<file path="src/rtl/fb_reader_if.sv">
// Memory read port plus (x, y, cidx) beat stream of the framebuffer raster reader.
interface fb_reader_if #(
  parameter int CORDW = 16,
  parameter int CIDXW = 2,
  parameter int ADDRW = 12
);
  logic                    mem_re;
  logic [ADDRW-1:0]        mem_addr;
  logic [CIDXW-1:0]        mem_data;
  logic                    valid;
  logic                    ready;
  logic signed [CORDW-1:0] x;
  logic signed [CORDW-1:0] y;
  logic [CIDXW-1:0]        cidx;

  modport master (output mem_re, mem_addr, valid, x, y, cidx, input mem_data, ready);
  modport slave  (input mem_re, mem_addr, valid, x, y, cidx, output mem_data, ready);
endinterface

</file>
<file path="src/rtl/fb_reader.sv">
// Raster reader: scans WIDTH x HEIGHT cells through a 1-cycle sync read port into a 2-entry beat FIFO.
// Define FB_READER_SKIPZERO_EN to drop cells whose colour index is zero.
module fb_reader #(
  parameter int CORDW  = 16,
  parameter int WIDTH  = 64,
  parameter int HEIGHT = 48,
  parameter int CIDXW  = 2
) (
  input  logic        clk,
  input  logic        rst,
  input  logic        start,
  output logic        busy,
  output logic        done,
  fb_reader_if.master bus
);
  localparam int ADDRW  = (WIDTH*HEIGHT > 1) ? $clog2(WIDTH*HEIGHT) : 1;
  localparam int XW     = (WIDTH  > 1) ? $clog2(WIDTH)  : 1;
  localparam int YW     = (HEIGHT > 1) ? $clog2(HEIGHT) : 1;
  localparam int STAGES = 1;

  typedef struct packed {
    logic [XW-1:0]    x;
    logic [YW-1:0]    y;
    logic [CIDXW-1:0] cidx;
  } beat_t;

  typedef enum logic [1:0] {IDLE, READ, DRAIN, DONE} state_t;

  state_t           state;
  logic [XW-1:0]    rx, tag_x;
  logic [YW-1:0]    ry, tag_y;
  logic [ADDRW-1:0] addr;
  // bit 0 is the read presented this cycle (mem_re), bit STAGES is its data landing
  logic [STAGES:0]  vld_pipe;

  beat_t      fifo [2];
  logic       wr_ptr, rd_ptr;
  logic [1:0] cnt, cnt_nxt;
  logic       land, bypass, valid, pop, push, fifo_pop, credit_ok, last;
  beat_t      land_beat, head;

`ifdef FB_READER_SKIPZERO_EN
  assign land = vld_pipe[STAGES] && (bus.mem_data != '0);
`else
  assign land = vld_pipe[STAGES];
`endif

  assign land_beat = '{x: tag_x, y: tag_y, cidx: bus.mem_data};
  // Landing data is visible straight away when the FIFO is empty, so the first beat costs no extra cycle.
  assign bypass    = (cnt == 2'd0) && land;
  assign head      = bypass ? land_beat : fifo[rd_ptr];
  assign valid     = (cnt != 2'd0) || land;
  assign pop       = valid && bus.ready;
  assign push      = land && !(bypass && bus.ready);
  assign fifo_pop  = pop && (cnt != 2'd0);
  assign cnt_nxt   = cnt + 2'(push) - 2'(fifo_pop);
  // Buffered beats plus the read still in flight must leave room for the next read.
  assign credit_ok = (3'(cnt_nxt) + 3'(vld_pipe[0])) < 3'd2;
  assign last      = (rx == XW'(WIDTH-1)) && (ry == YW'(HEIGHT-1));

  assign bus.mem_re   = vld_pipe[0];
  assign bus.mem_addr = addr;
  assign bus.valid    = valid;
  assign bus.x        = CORDW'(head.x);
  assign bus.y        = CORDW'(head.y);
  assign bus.cidx     = head.cidx;

  always_ff @(posedge clk) begin
    if (rst) begin
      wr_ptr <= 1'b0;
      rd_ptr <= 1'b0;
      cnt    <= 2'd0;
      for (int i = 0; i < 2; i++) fifo[i] <= '0;
    end else begin
      if (push) begin
        fifo[wr_ptr] <= land_beat;
        wr_ptr       <= ~wr_ptr;
      end
      if (fifo_pop) rd_ptr <= ~rd_ptr;
      cnt <= cnt_nxt;
    end
  end

  always_ff @(posedge clk) begin
    if (rst) begin
      state    <= IDLE;
      rx       <= '0;
      ry       <= '0;
      addr     <= '0;
      tag_x    <= '0;
      tag_y    <= '0;
      vld_pipe <= '0;
      busy     <= 1'b0;
      done     <= 1'b0;
    end else begin
      vld_pipe[STAGES:1] <= vld_pipe[STAGES-1:0];
      vld_pipe[0]        <= 1'b0;
      done               <= 1'b0;
      if (vld_pipe[0]) begin
        tag_x <= rx;
        tag_y <= ry;
      end
      case (state)
        IDLE, DONE: begin
          state <= IDLE;
          if (start) begin
            state       <= READ;
            busy        <= 1'b1;
            rx          <= '0;
            ry          <= '0;
            addr        <= '0;
            vld_pipe[0] <= 1'b1;
          end
        end
        READ: begin
          if (vld_pipe[0] && last) begin
            state <= DRAIN;
          end else begin
            vld_pipe[0] <= credit_ok;
            if (vld_pipe[0]) begin
              addr <= addr + 1'b1;
              if (rx == XW'(WIDTH-1)) begin
                rx <= '0;
                ry <= ry + 1'b1;
              end else begin
                rx <= rx + 1'b1;
              end
            end
          end
        end
        DRAIN: begin
          // The last read lands in the first DRAIN cycle, so cnt_nxt covers it.
          if (cnt_nxt == 2'd0) begin
            state <= DONE;
            done  <= 1'b1;
            busy  <= 1'b0;
          end
        end
        default: state <= IDLE;
      endcase
    end
  end
endmodule
</file>
<file path="src/flat_wrapper.sv">
// flat-port wrapper written by rule: the top's interface ports become plain ports
module fb_reader_flat 
#(
  parameter int CORDW  = 16,
  parameter int WIDTH  = 64,
  parameter int HEIGHT = 48,
  parameter int CIDXW  = 2
)
  (clk, rst, start, busy, done, bus_mem_re, bus_mem_addr, bus_valid, bus_x, bus_y, bus_cidx, bus_mem_data, bus_ready);
  fb_reader_if #(.CORDW(CORDW), .CIDXW(CIDXW)) bus_i ();
  input  logic clk;
  input  logic rst;
  input  logic start;
  output logic busy;
  output logic done;
  output wire logic [$bits(bus_i.mem_re)-1:0] bus_mem_re;
  output wire logic [$bits(bus_i.mem_addr)-1:0] bus_mem_addr;
  output wire logic [$bits(bus_i.valid)-1:0] bus_valid;
  output wire logic [$bits(bus_i.x)-1:0] bus_x;
  output wire logic [$bits(bus_i.y)-1:0] bus_y;
  output wire logic [$bits(bus_i.cidx)-1:0] bus_cidx;
  input wire logic [$bits(bus_i.mem_data)-1:0] bus_mem_data;
  input wire logic [$bits(bus_i.ready)-1:0] bus_ready;
  assign bus_mem_re = bus_i.mem_re;
  assign bus_mem_addr = bus_i.mem_addr;
  assign bus_valid = bus_i.valid;
  assign bus_x = bus_i.x;
  assign bus_y = bus_i.y;
  assign bus_cidx = bus_i.cidx;
  assign bus_i.mem_data = bus_mem_data;
  assign bus_i.ready = bus_ready;
  fb_reader #(.CORDW(CORDW), .WIDTH(WIDTH), .HEIGHT(HEIGHT), .CIDXW(CIDXW)) u_core (.clk(clk), .rst(rst), .start(start), .busy(busy), .done(done), .bus(bus_i));
endmodule
</file>
<file path="config.mk">
export PLATFORM = sky130hd
export DESIGN_NAME = fb_reader_flat
export DESIGN_NICKNAME = d
export VERILOG_FILES = /design/src/rtl/fb_reader_if.sv /design/src/rtl/fb_reader.sv /design/src/flat_wrapper.sv
export SDC_FILE = /design/constraint.sdc
export NUM_CORES = 1
export LEC_CHECK = 0
export CAP_MARGIN = 20
export CORE_MARGIN = 3
export CORE_UTILIZATION = 51
export DETAILED_ROUTE_END_ITERATION = 12
export GPL_ROUTABILITY_DRIVEN = 0
export PLACE_DENSITY_LB_ADDON = 0.05
export SYNTH_ARGS = -nofsm -noshare
export SYNTH_HDL_FRONTEND = slang
export SYNTH_SLANG_ARGS = --single-unit
</file>
<file path="constraint.sdc">
create_clock -name clk -period 6.65 [get_ports clk]
set_input_delay 1.33 -clock clk [delete_from_list [all_inputs] [get_ports clk]]
set_output_delay 1.33 -clock clk [all_outputs]
set_load 0.02 [all_outputs]
</file>
=== After elaboration in Yosys (flattened, before gate mapping) ===
Memory sizes are Yosys's and may differ from the RTL's. A register that Yosys moved wholly into a read port is not among the register bits.
Index checks and enable logic that the tools add are counted.

* Multiplexer cells: 35
* Reduce and logical (&&, ||, !) cells: 22
* Bitwise gates (word level): 3
* Magnitude comparators: 1
* Add/subtract/negate cells: 6
* Eq/ne operators: 11

{| class="wikitable"
|+ Operator list
! kind !! count
|-
| 6-bit two-way mux || 7
|-
| 12-bit two-way mux || 3
|-
| 14-bit two-way mux || 2
|-
| 12-bit one-hot mux with 2 select lines || 1
|-
| 6-bit one-hot mux with 2 select lines || 2
|-
| 1-bit two-way mux || 15
|-
| 14-bit OR reduction || 1
|-
| 12-bit by 1-bit adder with 12-bit output, second input constant || 1
|-
| 6-bit by 1-bit adder with 6-bit output, second input constant || 2
|-
| 6-bit == test, second input constant || 2
|-
| 2-bit by 1-bit inequality test with 1-bit output, second input constant || 4
|-
| 1-bit logical AND || 7
|-
| 2-bit zero test || 3
|-
| 2-bit one-hot mux with 3 select lines || 1
|-
| 2-bit nonzero test || 3
|-
| 5-bit AND reduction || 1
|-
| 2-bit == test, second input constant || 2
|-
| 2-bit two-way mux || 2
|-
| 2-bit inequality test, second input constant || 2
|-
| 1-bit one-hot mux with 2 select lines || 2
|-
| 4-bit AND reduction || 1
|-
| 2-bit OR reduction || 2
|-
| 2-bit by 1-bit adder with 3-bit output || 1
|-
| 3-bit by 2-bit < comparator with 1-bit output, second input constant || 1
|-
| 8 further kinds || 10
|}

* Word-level logic and storage cells: 91
* Memories kept: 1
* Flip-flop bits (word level): 46
* Bits in writable memories: 28

{| class="wikitable"
|+ Memory list
! name !! words !! bits a word !! rd ports !! clocked after memory_dff !! wr ports !! line !! source
|-
| u_core.fifo || 2 || 14 || 1 || 1 || 2 || fb_reader.sv:36 || <nowiki>beat_t fifo [2];</nowiki>
|}

=== Longest topological paths before layout ===
Gate-level depths: netlist of the first run.

* Word-level depth: 11
* Depth in mapped cells: 9
* Depth with buffers taken out: 9

=== Least setup slack after synthesis of the first run ===
OpenSTA, ideal clock, no wires.

* Path kind: input to register
* Start: input port bus_ready
* End: memory u_core.fifo[0][0] (netlist bit) (enable)
* Library setup time: 0.404 ns
* Data arrival time: 2.591 ns
* Cell stages on the path: 2
* Slack: 3.654 ns
* Buffers on the path: 0
* Required time: 6.246 ns
* Cells stage by stage: a21bo_2 o21ai_0

{| class="wikitable"
|+ RTL lines
! what !! line !! source
|-
| start: declaration || flat_wrapper.sv:23 || <nowiki>input wire logic [$bits(bus_i.ready)-1:0] bus_ready;</nowiki>
|-
| end: declaration || fb_reader.sv:36 ||
|}

=== Worst setup path after layout of the first run ===
* Start: input port bus_mem_data[0]
* End: output port bus_cidx[0]

* Word-level cells in the longest chain between the ends: 1

{| class="wikitable"
|+ RTL lines
! what !! line !! source
|-
| start: declaration || flat_wrapper.sv:22 || <nowiki>input wire logic [$bits(bus_i.mem_data)-1:0] bus_mem_data;</nowiki>
|-
| 14-bit two-way mux || fb_reader.sv:51 || <nowiki>assign head = bypass ? land_beat : fifo[rd_ptr];</nowiki>
|-
| end: declaration || flat_wrapper.sv:21 || <nowiki>output wire logic [$bits(bus_i.cidx)-1:0] bus_cidx;</nowiki>
|}

Every way passes these cells.

==> results of run 1 <==
==> power breakdown <==
part | leakage (nW) | internal [mW] | switching (mW)
Sequential | 0.670 | 0.514 | 0.0511
Clock | 0.111 | 0.211 | 0.171
Combinational | 0.730 | 0.187 | 0.263
==> per-stage QoR <==
| step | instances | setup slack [ns] | util | hold slack (ns) |
|---|---|---|---|---|
| 2_1_floorplan | 411 | 3.654 | - | 0.4667 |
| 3_3_place_gp | 508 | 2.736 | 0.5901 | 0.4547 |
| 3_5_place_dp | 508 | 2.693 | 0.5901 | 0.4597 |
| 4_1_cts | 524 | 2.688 | 0.6210 | 0.4808 |
| 5_1_grt | 524 | 2.606 | 0.6210 | 0.5364 |
| 6_report | 524 | 2.687 | 0.6210 | 0.4802 |
==> registers in the layout, indices dropped and copies added, names as in the netlist, named ones only <==
register             cells
u_core.bus.mem_addr     12
u_core.busy              1
u_core.cnt               2
u_core.done              1
u_core.fifo             28
u_core.rd_ptr            1
u_core.rx                6
u_core.ry                6
u_core.state             2
u_core.tag_x             6
u_core.tag_y             6
u_core.vld_pipe          2
u_core.wr_ptr            1
==> per-layer routing <==
layer | vias to the layer above | track usage | wire [um]
met2 | 75 | 0.3072 | 3490
met1 | 1337 | 0.2389 | 3618
li1 | 1440 | - | -
met4 | 0 | 0.07426 | 119
met3 | 12 | 0.03117 | 327
met5 | - | 0 | 0
==> cell families (layout without fill, tap and decap cells) <==
logic type	after synthesis	count (layout)
AND/OR/NAND/NOR	146	146
AO/OA/AOI/OAI	75	75
flip-flops	75	75
buffers and inverters	54	71
multiplexers	31	31
adder cells (fa/ha/maj)	7	7
XOR/XNOR	3	3
other	1	20
==> layout make-up <==
class	count	area share
Inverter	15	0.01299
Clock buffer	9	0.02857
Multi-Input combinational cell	282	0.4092
Tap cell	96	0.02771
Timing Repair Buffer	40	0.08947
Clock inverter	7	0.02107
Sequential cell	75	0.4110
==> worst min path at each step <==
stage                                              start                              endpoint  slack (ns)  depth (start not counted)
floorplan                   u_core.tag_y[2]$_SDFFE_PP0P_          u_core.tag_y[2]$_SDFFE_PP0P_        0.47                          2
global placement    u_core.bus.mem_addr[11]$_SDFFE_PP0P_  u_core.bus.mem_addr[11]$_SDFFE_PP0P_        0.45                          2
detailed placement  u_core.bus.mem_addr[11]$_SDFFE_PP0P_  u_core.bus.mem_addr[11]$_SDFFE_PP0P_        0.46                          2
CTS                 u_core.bus.mem_addr[11]$_SDFFE_PP0P_  u_core.bus.mem_addr[11]$_SDFFE_PP0P_        0.48                          2
global route                    u_core.busy$_SDFFE_PP0P_              u_core.busy$_SDFFE_PP0P_        0.54                          2
finish              u_core.bus.mem_addr[11]$_SDFFE_PP0P_  u_core.bus.mem_addr[11]$_SDFFE_PP0P_        0.48                          2
==> cells in the final DEF, fill, tap and decap left out, types with 8 or more instances in the layout <==
| master | instances |
|---|---|
| a21oi_1 | 17 |
| and2_1 | 31 |
| clkbuf_8 | 9 |
| clkdlybuf4s50_1 | 35 |
| conb_1 | 20 |
| dfxtp_1 | 47 |
| edfxtp_1 | 28 |
| inv_1 | 15 |
| mux2i_1 | 29 |
| nand2_1 | 33 |
| nand3_1 | 11 |
| nor2_1 | 21 |
| o21ai_0 | 25 |
| o31ai_1 | 8 |
| or4_1 | 11 |
==> worst max-delay path, delay by kind of cell <==
family	cells	cell delay (ns)
buf+inv	2	1.14
simple gates	1	0.06
compound gates	1	0.10
==> results.md, run 1 <==
* Status: finished clean
* Synth cell types at 47
* Period utilization at 0.5959
* Largest family of logic cells by synthesized area: simple AND/OR/NAND/NOR gates
* 1st-iter DRT viols at ~190
* Clock Sinks at 75
* Reg-to-Reg Start: u_core.vld_pipe[0]$_SDFF_PP0_
* FF-to-FF path depth at 4
* Starting Density at 0.5405
* First-pass DRT Iterations at 4
* Worst Hold Class: flip-flop to flip-flop
* Largest net degree at the start of global routing at 37
* Top FF cell, synth: dfxtp_1
* Cell Rows at 30
* CP max stage delay at between 0.6 and 0.7 ns
* DRC at 0
* # IOs at between 50 and 60
* Overall Power at between 1 and 1.5 mW
* Via count at 2864
* Clock-pin slew on the worst setup and hold paths at roughly 0.08 ns
* Skew final at about 0.0047 ns
* Filler instances at around 630
* Top cells by area, synth: dfxtp_1 (25%), edfxtp_1 (22%), mux2i_1 (7.7%)
* I/O Buffers at 35
* CP startpoint: bus_mem_data[0]
* RR Endpoint: u_core.rx[2]$_SDFFE_PP0P_
* Setup crit end kind: primary output
* Cell mode on critical path: clkdlybuf4s50_1
* Drt total wl at roughly 7.6 mm
* Max-slew violations at 0
* Compound-cell area share of the yosys netlist at 0.1233
* Grt ovf at 0
* CTS Hold Bufs at 0
* Root buf cell: clkbuf_8
* Synth Area in XOR/XNOR at 0.01061
* Clock latency on the worst-skew pair at between 0.3 and 0.4 ns
* Most frequent cells after synthesis: dfxtp_1 (47), nand2_1 (33), and2_1 (31), mux2i_1 (29), edfxtp_1 (28)
* Leak at between 1.5 and 2 nW
* Layout area overhead at 14.89%
* Synth Area in Adders at 0.02321
* Max-cap violations at 0
* Die width at ~90 um
* Final-report hold violation count at 0
* CP Data Arrival Time at 2.63 ns
* Die H at 92.02 um
* Reg area at ~0.0018 mm2
* Post-route cell area at 0.004335 mm2
* CP endpoint: bus_cidx[0]
* CTS tree: built
* Post-CTS Setup Inserts at 0
* Ratio of cells with drive above 1 in the final layout at 0.05841
* Crit path cell chain: clkdlybuf4s50_1 -> nand2_1 -> o21ai_0 -> clkdlybuf4s50_1
* Core area at 0.006982 mm2
* Setup TNS at 0 ns
* Mapped Cells at 392
* Vias in the first global route at around 2700
* Nets at between 400 and 500
* Placed cell areas at roughly 0.0041 mm2
* Peak supply drop at approximately 0.2 mV
* Cell area after synthesis at 0.003774 mm2
* Register bit total from synthesis at 75
* Seq/Total Area, Yosys at 0.4721
* DIE AREA at around 0.0085 mm2
* RSZ-0062 raised after global routing: no
* Synth Area per Inst at between 9 and 10 um2
* Post-synth ARST share at 0
* Synth top area share at 0.2493
* Initial antenna violation count at 0
* Most common cell in the synthesized netlist: dfxtp_1
* Antenna cells at 0
* Cell taking the most area after synthesis: dfxtp_1
* Worst Tran Pin Value at between 0.9 and 1 ns
* H-tree depth at 3
* Worst slew margin at 0.3894
* Cts bufs inserted at 9
* Via density at 5.466
* HPWL after detailed placement at between 5 and 6 mm
* Mux contribution to synthesized area at 0.08289
* Area of the multi-input gates at 0.001774 mm2
* First-pass GRT wire length at about 13 mm
* Setup-failing EPs final at 0
* Pwr Density at approximately 320 mW/mm2
* Cts repair resizes at 0
* Synthesis Warnings at 0
* Gr usage total at 0.1847
* Crit path kind: input port to primary output
* Achievable Freq at about 250 MHz
* Startpoint Class: input port
* CP Max Fanout at 3
* Post-synth EDFFs at 28
* CTS Buffer Depth at 2
* Drt wl/cell at approximately 14 um
* Simple-gate share of the synthesized area at 0.2102
* Post-route ant nets at 0
* Fin crit period at around 4 ns
* Critical Path RT at about 5.3 ns
* Reg2Reg Setup Slack at approximately 4.0 ns
* Critical path's slowest cell: clkdlybuf4s50_1
Note: power is estimated with default switching activity, not from simulation.
==> inputs of run 2 (changes only) <==
--- a/config.mk
+++ b/config.mk
@@ -7,7 +7,7 @@
 export LEC_CHECK = 0
 export CAP_MARGIN = 20
 export CORE_MARGIN = 3
-export CORE_UTILIZATION = 51
+export CORE_UTILIZATION = 49
 export DETAILED_ROUTE_END_ITERATION = 12
 export GPL_ROUTABILITY_DRIVEN = 0
 export PLACE_DENSITY_LB_ADDON = 0.05
==> constraint.sdc (replaced) <==
create_clock -name clk -period 3.4 [get_ports clk]
set_input_delay 0.68 -clock clk [delete_from_list [all_inputs] [get_ports clk]]
set_output_delay 0.68 -clock clk [all_outputs]
set_load 0.02 [all_outputs]
==> results.md, run 2 (synthesis results as in run 1) <==
* Filler instances at 674 (+7.2%)
* Peak supply drop at 0.4585 mV (+130%)
* Met3 wire length at 281 um (-14%)
* Final-report hold violation count at 0 (unchanged)
* Skew final at 0.006586 ns (+0.001912 ns)
* CP Data Arrival Time at 2.08 ns (-0.55 ns)
* Cts bufs inserted at 9 (unchanged)
* Clock latency on the worst-skew pair at 0.35 ns (about the same)
* Net Sw Frac at 0.3631 (+0.01553)
* Via count at 2833 (-1.1%)
* Starting Density at 0.5121 (-0.02845)
* Initial antenna violation count at 0 (unchanged)
* CTS Hold Bufs at 0 (unchanged)
* Gr usage total at 0.1781 (-0.006646)
* Pwr Density at 626.3 mW/mm2 (+94%)
* Antenna cells at 0 (unchanged)
* Top sig layer: met4
* First-pass GRT wire length at 12.65 mm (-0.49%)
* Drt total wl at 7.417 mm (-1.8%)
* Core area at 0.007370 mm2 (+5.6%)
* Leak at 1.519 nW (+0.55%)
* Max reg flops at 28 (unchanged)
* Setup-failing EPs final at 0 (unchanged)
* Met2 routed WL at 3.513 mm (+0.66%)
* Clock-pin slew on the worst setup and hold paths at 0.08 ns (about the same)
* Grt ovf at 0 (unchanged)
* 1st-iter DRT viols at 144 (-23%)
* Drt wl/cell at 13.97 um (-3.1%)
* Layout area overhead at 15.55%
* Die width at 93.76 um (+1.9%)
* DIE AREA at 0.008790 mm2 (+3.8%)
* Via density at 5.335 (-2.4%)
* Setup TNS at 0 ns (unchanged)
* Worst Hold Class: flip-flop to flip-flop
* Worst slew margin at 0.4324 (+0.04303)
* Reg area at 0.001782 mm2 (unchanged)
* Clock Sinks at 75 (unchanged)
* Post-route ant nets at 0 (unchanged)
* Int Power at 1.739 mW (+91%)
* Worst Tran Pin Value at 0.8514 ns (-0.06329 ns)
* Overall Power at 2.731 mW (+95%)
* I/O Buffers at 35 (unchanged)
* DRC at 0 (unchanged)
* CTS Buffer Depth at 2 (unchanged)
* Crit path kind: flip-flop to primary output
* Setup ws final at 0.6408 ns (-2.047 ns)
* Largest net degree at the start of global routing at 36 (-2.7%)
* Achievable Freq at 362.4 MHz
* Vias in the first global route at 2778 (+3.8%)
* Startpoint Class: flip-flop
* Root buf cell: clkbuf_8
* Cell Rows at 31 (+3.3%)
* H-tree depth at 3 (unchanged)
* Die H at 93.76 um (+1.9%)
* Fin crit period at between 2 and 3 ns
* Comb pwr share at 0.354 (+0.032)
* Critical Path RT at 2.72 ns (-2.60 ns)
* Post-CTS Setup Inserts at 0 (unchanged)
* CTS tree: built
* HPWL after detailed placement at 4.960 mm (-1.3%)
* Clock power frac at 0.263 (-0.010)
* RSZ-0062 raised after global routing: no
* Place WS at 0.6027 ns (-2.091 ns)
* Cts repair resizes at 0 (unchanged)
* CP Max Fanout at 28 (+25)
* Largest Register: u_core.fifo
* Max-cap violations at 0 (unchanged)
* Status: finished clean
* Nets at 440 (+0.92%)
* Post-layout util at 0.5917 (-0.02929)
* Setup crit end kind: primary output
* Most common cell after layout, fill and taps aside: dfxtp_1
* M1 WL at 3.524 mm (-2.6%)
* Commonest cells after routing, fill and taps aside: dfxtp_1 (47), clkdlybuf4s50_1 (35), nand2_1 (33)
* Max-slew violations at 0 (unchanged)
* Area of the multi-input gates at 0.001774 mm2 (unchanged)
* Period utilization at 0.8115
* # IOs at 56 (unchanged)
* Register share of total power at 0.383 (-0.022)
* First-pass DRT Iterations at 4 (unchanged)
* Ratio of cells with drive above 1 in the final layout at 0.06944 (+0.01103)
* Switch Pwr at 0.9916 mW (+100%)
## run 2: cell types whose count changed in the layout (fill, tap and decap cells not counted), sizes merged
cell / delta
buf: +4
inv: +3
clkinv: -4
bufinv: -1
clkinvlp: +2
## run 2: path summary, 6_finish.rpt
check / startpoint / endpoint / slack, ns / cells past startpoint
min: u_core.bus.mem_addr[11]$_SDFFE_PP0P_ / u_core.bus.mem_addr[11]$_SDFFE_PP0P_ / 0.48 / 2
min reg2reg: u_core.bus.mem_addr[11]$_SDFFE_PP0P_ / u_core.bus.mem_addr[11]$_SDFFE_PP0P_ / 0.48 / 2
max: u_core.cnt[1]$_SDFF_PP0_ / bus_x[1] / 0.64 / 6
max reg2reg: u_core.state[1]$_SDFFE_PP0P_ / u_core.rx[3]$_SDFFE_PP0P_ / 0.85 / 6
## run 2: critical path, cell delays in order (launching register included)
cell and delay (ns):
dfxtp_1 0.33, nor2_1 0.17, and2_1 0.15, buf_4 0.26, nand2_1 0.09, o21ai_0 0.10
clkdlybuf4s50_1 0.64
## run 2: stage by stage
stage / hold WS (ns) / instances / instance area (um2)
after detailed placement: 0.4802 / 515 / 4154
after global routing: 0.5230 / 531 / 4360
after global placement: 0.4569 / 515 / 4154
after floorplan: 0.4667 / 411 / 3845
final: 0.4810 / 531 / 4360
after CTS: 0.4892 / 531 / 4360
## run 2: metal layers
metal,track usage,vias up
li1,-,1450
met3,0.02885,8
met5,0,-
met2,0.2898,58
met4,0.07942,0
met1,0.2326,1317
## run 2: power by group through the flow
stage	clock network [mW]	logic [mW]	registers [mW]
final	0.718	0.967	1.05
after global routing	0.770	1.06	1.06
after CTS	0.737	0.974	1.05
after detailed placement	0	0.973	1.07
after global placement	0	0.966	1.06
after floorplan	0	0.677	1.08
## run 2: final cells by class
class                           count  area share
Clock buffer                        9     0.02841
Clock inverter                      7     0.01894
Inverter                           15     0.01291
Multi-Input combinational cell    282      0.4069
Sequential cell                    75      0.4086
Tap cell                           99     0.02841
Timing Repair Buffer               44     0.09584
